--- config.mk ---
export PLATFORM = sky130hd
export DESIGN_NAME = reg_write_arbiter
export DESIGN_NICKNAME = d
export VERILOG_FILES = /design/src/rtl/reg_write_arbiter.sv
export SDC_FILE = /design/constraint.sdc
export NUM_CORES = 1
export LEC_CHECK = 0
export CORE_MARGIN = 3
export CORE_UTILIZATION = 39
export CTS_CLUSTER_DIAMETER = 40
export DETAILED_ROUTE_END_ITERATION = 7
export GPL_ROUTABILITY_DRIVEN = 0
export PLACE_DENSITY = 0.81
export SETUP_SLACK_MARGIN = 0.4
export SYNTH_ARGS = -nofsm -noshare
export SYNTH_HDL_FRONTEND = slang
export SYNTH_SLANG_ARGS = --single-unit
--- constraint.sdc ---
create_clock -name clk -period 3.39 [get_ports clk]
set_clock_uncertainty 0.15 [all_clocks]
set_input_delay 0.8475 -clock clk [delete_from_list [all_inputs] [get_ports clk]]
set_output_delay 0.8475 -clock clk [all_outputs]
set_load 0.05 [all_outputs]
--- src/rtl/reg_write_arbiter.sv ---
// Round-robin arbiter for the register bank write port.
// One valid/ready transfer per cycle; the winner is registered onto wr_*.
module reg_write_arbiter #(
    parameter int N       = 32,
    parameter int NUM_REQ = 3,
    parameter int ADDR_W  = 5,
    localparam int ID_W   = (NUM_REQ > 1) ? $clog2(NUM_REQ) : 1
) (
    input  logic                    clk,
    input  logic                    reset,
    input  logic                    wr_stall,
    input  logic [NUM_REQ-1:0]      req_valid,
    input  logic [NUM_REQ*ADDR_W-1:0] req_addr,
    input  logic [NUM_REQ*N-1:0]    req_data,
    output logic [NUM_REQ-1:0]      req_ready,
    output logic                    wr_en,
    output logic [ADDR_W-1:0]       wr_addr,
    output logic [N-1:0]            wr_data,
    output logic [ID_W-1:0]         grant_id
);

    logic [ID_W-1:0]   rr_ptr_q,   rr_ptr_d;
    logic              wr_en_q,    wr_en_d;
    logic [ADDR_W-1:0] wr_addr_q,  wr_addr_d;
    logic [N-1:0]      wr_data_q,  wr_data_d;
    logic [ID_W-1:0]   grant_id_q, grant_id_d;

    logic              found;
    logic              xfer;
    logic [ID_W-1:0]   win_idx;
    logic [ID_W-1:0]   cand;
    logic [ADDR_W-1:0] sel_addr;
    logic [N-1:0]      sel_data;

    // (base + k) mod NUM_REQ, with k < NUM_REQ so one subtraction suffices
    function automatic logic [ID_W-1:0] wrap_idx(
        input logic [ID_W-1:0] base,
        input int              k
    );
        int s;
        s = int'(base) + k;
        if (s >= NUM_REQ) begin
            s = s - NUM_REQ;
        end
        return s[ID_W-1:0];
    endfunction

    always_comb begin
        found   = 1'b0;
        win_idx = '0;
        cand    = '0;
        for (int k = 0; k < NUM_REQ; k++) begin
            cand = wrap_idx(rr_ptr_q, k);
            if (!found && req_valid[cand]) begin
                found   = 1'b1;
                win_idx = cand;
            end
        end
    end

    assign xfer = found && !reset && !wr_stall;

    always_comb begin
        req_ready = '0;
        if (xfer) begin
            req_ready[win_idx] = 1'b1;
        end
    end

    assign sel_addr = req_addr[int'(win_idx)*ADDR_W +: ADDR_W];
    assign sel_data = req_data[int'(win_idx)*N +: N];

    always_comb begin
        rr_ptr_d   = rr_ptr_q;
        wr_en_d    = 1'b0;
        wr_addr_d  = wr_addr_q;
        wr_data_d  = wr_data_q;
        grant_id_d = grant_id_q;
        if (xfer) begin
            rr_ptr_d   = wrap_idx(win_idx, 1);
            // x0 is hardwired: accept the write but never enable it
            wr_en_d    = (sel_addr != '0);
            wr_addr_d  = sel_addr;
            wr_data_d  = sel_data;
            grant_id_d = win_idx;
        end
    end

    always_ff @(posedge clk) begin
        if (reset) begin
            rr_ptr_q   <= '0;
            wr_en_q    <= 1'b0;
            wr_addr_q  <= '0;
            wr_data_q  <= '0;
            grant_id_q <= '0;
        end else begin
            rr_ptr_q   <= rr_ptr_d;
            wr_en_q    <= wr_en_d;
            wr_addr_q  <= wr_addr_d;
            wr_data_q  <= wr_data_d;
            grant_id_q <= grant_id_d;
        end
    end

    assign wr_en    = wr_en_q;
    assign wr_addr  = wr_addr_q;
    assign wr_data  = wr_data_q;
    assign grant_id = grant_id_q;

endmodule

After elaboration in Yosys (flattened, before gate mapping)
Cells that the tools add are included.
Storage, ports and cells
  register bits: 42
  input port bits: 117
  word-level logic and storage cells: 55
Operators by class
  $add $sub $neg: 7
  multiply operators: 1
  magnitude comparators: 9
  shift-type cells: 2
  multiplexer cells: 19
  bitwise gates (word level): 1
  reductions and logical operators: 11
Operators with widths (count)
  96-bit by 8-bit variable part select with 32-bit output: 1
  15-bit by 6-bit variable part select with 5-bit output: 1
  2-bit two-way mux: 7
  2-bit by 3-bit less-than comparator with 1-bit output (second input constant): 4
  3-bit by 2-bit greater-or-equal comparator with 1-bit output (second input constant): 3
  2-bit subtractor (second input constant): 4
  1-bit two-way mux: 7
  2-bit by 1-bit adder with 3-bit output (second input constant): 2
  1-bit binary-select mux with 2-bit select: 3
  1-bit logical AND: 5
  2-bit by 3-bit multiplier with 5-bit output (second input constant): 1
  5-bit nonzero test: 1
  1-bit logical NOT: 4
  2-bit by 2-bit adder with 3-bit output (second input constant): 1
  3-bit two-way mux: 1
  1-bit demux with 2-bit select: 1
  2-bit by 1-bit greater-or-equal comparator with 1-bit output (second input constant): 1
  2-bit greater-or-equal comparator (second input constant): 1
  2-bit OR reduction: 1
  1-bit inverter: 1

Longest topological paths before layout
  word-level depth: 16
  gate-level depth with buffers: 13
  mapped depth without buffers: 10

Worst setup path after synthesis
Ideal clock, no wire load.
  path type: input to output
  from: in req_valid[1]
  to: out req_ready[2]
  arrival: 2.478 ns
  required time: 2.393 ns
  path slack: -0.085 ns
  cell stages on the path: 9
  path buffers: 2
  cell sequence: mux2_1 -> o2111ai_1 -> a21oi_2 -> or2_1 -> buf_6 -> inv_6 -> buf_6 -> ha_1 -> and2_1
Between the ends
  word-level cells in the longest chain between the ends: 14
RTL lines
  from (decl): RTL line 12  | input logic [NUM_REQ-1:0] req_valid,
  1-bit binary-select mux with 2-bit select: RTL line 54  | if (!found && req_valid[cand]) begin
  1-bit two-way mux (not written as such): RTL line 54
  1-bit two-way mux: RTL line 54
  1-bit logical NOT: RTL line 54
  1-bit logical AND: RTL line 54
  1-bit two-way mux: RTL line 54
  1-bit logical NOT: RTL line 54
  1-bit logical AND: RTL line 54
  2-bit two-way mux *: RTL line 54
  named net win_idx[1]: RTL line 30  | logic [ID_W-1:0] win_idx;
  2-bit by 3-bit less-than comparator with 1-bit output (not written as such) or 2-bit by 1-bit greater-or-equal comparator with 1-bit output (tied branches): RTL line 66  | req_ready[win_idx] = 1'b1;
  1-bit logical AND (not written as such): RTL line 66
  1-bit two-way mux (not written as such): RTL line 66
  1-bit demux with 2-bit select *: RTL line 66
  3-bit two-way mux *: RTL line 65  | if (xfer) begin
  to (decl): RTL line 15  | output logic [NUM_REQ-1:0] req_ready,
The timed path passes the listed nets; every way through them passes the cells marked *. The select of a mux whose other input is x is not followed.

Worst setup path in the final report
  from: reg rr_ptr_q[1]
  to: out req_ready[1]
Between the ends
  word-level cells in the longest chain between the ends: 16
RTL lines
  from (decl): RTL line 22  | logic [ID_W-1:0] rr_ptr_q, rr_ptr_d;
  from (signal assigned): RTL line 97  | rr_ptr_q <= rr_ptr_d;
  branches (longest 15 deep; another with 2-bit by 1-bit adder with 3-bit output)
  3-bit two-way mux *: RTL line 65
Mark *: on every way between the ends. The select of a mux whose other input is x is not followed.

==> results by group <==
Die
  • DIE AREA: 8560 sq um
  • Die Wd: 92.5 um
  • # IOs: 160
  • Initial Util: 0.416
  • Core ar.: 7020 sq um
  • Height of the die: 92.5 um
  • Site Rows: 30

Critical path
  • CP max FO: 9
  • Reg2reg setup slack: 0.53 ns
  • FF-to-FF path depth: 11
  • Worst endpoint data arrival time: 2.46 ns
  • CP Launch Type: flip-flop
  • FF-to-FF End: wr_en
  • Endpoint type of the worst setup path: primary output
  • WS Path Type: flip-flop to primary output
  • Crit Reg-Reg Startpoint: rr_ptr_q[1]
  • Critical Path RT: 2.39 ns

Flow run
  • Maxcap violations: 0

CTS
  • Reg clk slew, reported paths: 0.08 ns
  • TritonCTS clock tree: built
  • Root Buffer: clkbuf_8
  • H-tree Lvls: 2
  • Clk_lat worst skew: 0.28 ns
  • TritonCTS buffer count: 5
  • CTS Buffer Depth: 2
  • Clock Sinks: 42

Route
  • Detailed Routing Iterations Pass 1: 4
  • Iter 0 DRT Violations: 104
  • WL/cell: 17.9 um
  • Post-route DRC: 0
  • Final ANT Viol Nets: 0
  • Vias per cell: 5.57
  • WL final: 10700 um
  • Routed via count: 3349

Synth
  • Mapped cell area: 2920 sq um
  • Synthesis Warnings: 0
  • Sequential-to-total area share from yosys stat: 0.288
  • Synthesized instance count: 328
  • Syn_area_per_cell: 8.90 sq um
  • Post-synthesis net count: 451
  • Yosys reg bits: 42
  • Fraction of registers with async set/reset: 0
  • Synth cell types: 48
  • Synth Flop Type: dfxtp_1
  • Number of enable flip-flop cells after synthesis: 0

Global routing
  • First-pass GRT wire length: 16900 um
  • Total Routing Usage GR: 0.242
  • Largest net degree at the start of global routing: 67
  • Initial antenna violation count: 0
  • Number of global-route vias before repair: 3410
  • Grt total ovfl: 0

Timing
  • Fin. max-slew vios: 0
  • Slew HR: 0.450
  • Hold WS: 0.326 ns
  • F_max: 289 MHz
  • Final WS setup: -0.0651 ns
  • Slew @ Worst Pin: 0.824 ns
  • Final setup fails: 3
  • Hold violation count in the final report: 0
  • Tmin final: 3.46 ns
  • Final clock period utilization by the worst path: 1.02
  • RSZ-0062 raised after global routing: true

Worst hold path
  • Worst Hold Class: flip-flop to flip-flop
  • Worst Hold Depth: 1
  • Hold Path End: wr_addr[0]
  • Hold path start: wr_addr[0]

Run status
  • Failing checks: setup timing
  • Outcome: complete, but fails checks

Finish
  • Synth-to-Final Area Change: 72.0%
  • Nets: 627
  • Share of post-route cells with drive strength above 1: 0.216
  • Finished Layout Cells: 601
  • Ant. Diodes: 0
  • Fillers: 555
  • Most common cell after layout, fill and taps aside: clkdlybuf4s50_1
  • Commonest cells after routing, fill and taps aside: clkdlybuf4s50_1, dfxtp_1, buf_4

Place
  • Placed insts: 575
  • Hpwl dp: 7310 um
  • Port Buffers: 159

Power
  • Leak pwr: 0.00196 uW
  • Power Density: 898 nW/um^2
  • VDD IR max: 0.458 mV
worst max-delay path, cell delays in order, from the launching register on:
cell,delay (ns)
dfxtp_4,0.37
buf_4,0.14
ha_4,0.32
mux2i_1,0.28
nor2_1,0.08
o21a_1,0.22
or2_4,0.29
ha_1,0.19
and2_4,0.14
buf_12,0.14
report_power, final:
part / internal [uW] / switching [uW]
combinational: 1310 / 1960
clock: 221 / 172
sequential: 725 / 120
total: 2250 / 2250
synth_stat cells, drive strengths merged, types with 2 or more instances:
cell type  count  area share
dfxtp         42        0.29
nand3b        35       0.091
nor2          34       0.044
o31ai         32        0.13
a211oi        30       0.077
and3          30       0.064
buf           21       0.054
o21ai         16       0.031
clkbuf        13       0.017
inv           10       0.015
ha             6       0.026
a221o          5       0.017
mux2i          5       0.021
nor3           5       0.014
nor3b          5       0.013
o221ai         5       0.015
nand3          4      0.0069
a21o           3      0.0077
a21oi          3      0.0064
nor2b          3      0.0064
or3            3      0.0064
and2           2      0.0043
nand2          2      0.0026
o2111ai        2      0.0060
routing by layer:
metal	vias to the layer above	track usage	routed length, um
met2	161	0.433	5220
met1	1567	0.279	4320
met4	0	0.0681	257
met5	-	0	0
met3	27	0.0682	941
li1	1594	-	-
final cells by class:
type / count / area, sq um / share of cell area
Clock inverter: 1 / 30.0 / 0.00599
Inverter: 10 / 47.5 / 0.00948
Clock buffer: 7 / 76.3 / 0.0152
Timing Repair Buffer: 203 / 1970 / 0.392
Tap cell: 96 / 120 / 0.0239
Sequential cell: 42 / 848 / 0.169
Multi-Input combinational cell: 242 / 1930 / 0.384
registers in the layout, indices dropped and copies added (netlist names):
signal	count
wr_addr	5
rr_ptr_q	2
wr_data	32
wr_en	1
grant_id	2
what timing repair did:
action                                  CTS  global route
endpoints found under the setup margin   42            37
resized for setup                        39             8
setup buffers                            11             7
hold buffers                              0             0
pin swaps                                 8             6
metrics by stage:
step	cell area (sq um)	worst slack [ns]	utilization	TNS [ns]	total power [uW]
detailed placement	4660	-0.537	0.665	-3.76	3860
CTS	4930	0.0281	0.703	0	4390
finish	5020	-0.0651	0.715	-0.166	4500
floorplan	2940	0.130	-	0	2890
global route	5020	-0.117	0.715	-0.327	4740
global placement	4660	-0.482	0.665	-1.73	3800
how the worst max path moves through the flow:
stage | endpoint | slack [ns] | depth (start not counted) | from
after detailed placement | req_ready[0] | -0.54 | 8 | req_valid[1]
final | req_ready[1] | -0.07 | 9 | rr_ptr_q[1]
after global placement | req_ready[0] | -0.48 | 8 | req_valid[1]
after CTS | req_ready[0] | 0.03 | 12 | rr_ptr_q[1]
after global routing | req_ready[1] | -0.12 | 9 | rr_ptr_q[1]
after floorplan | req_ready[0] | 0.13 | 7 | req_valid[0]
cell families after synthesis:
family / Yosys count / synth area share
flops: 42 / 0.288
fa+ha+maj: 6 / 0.0257
compound gates: 102 / 0.310
mux: 6 / 0.0253
simple gates: 128 / 0.265
buf+inv: 44 / 0.0849
No activity file was read; power rests on OpenSTA's default activity.
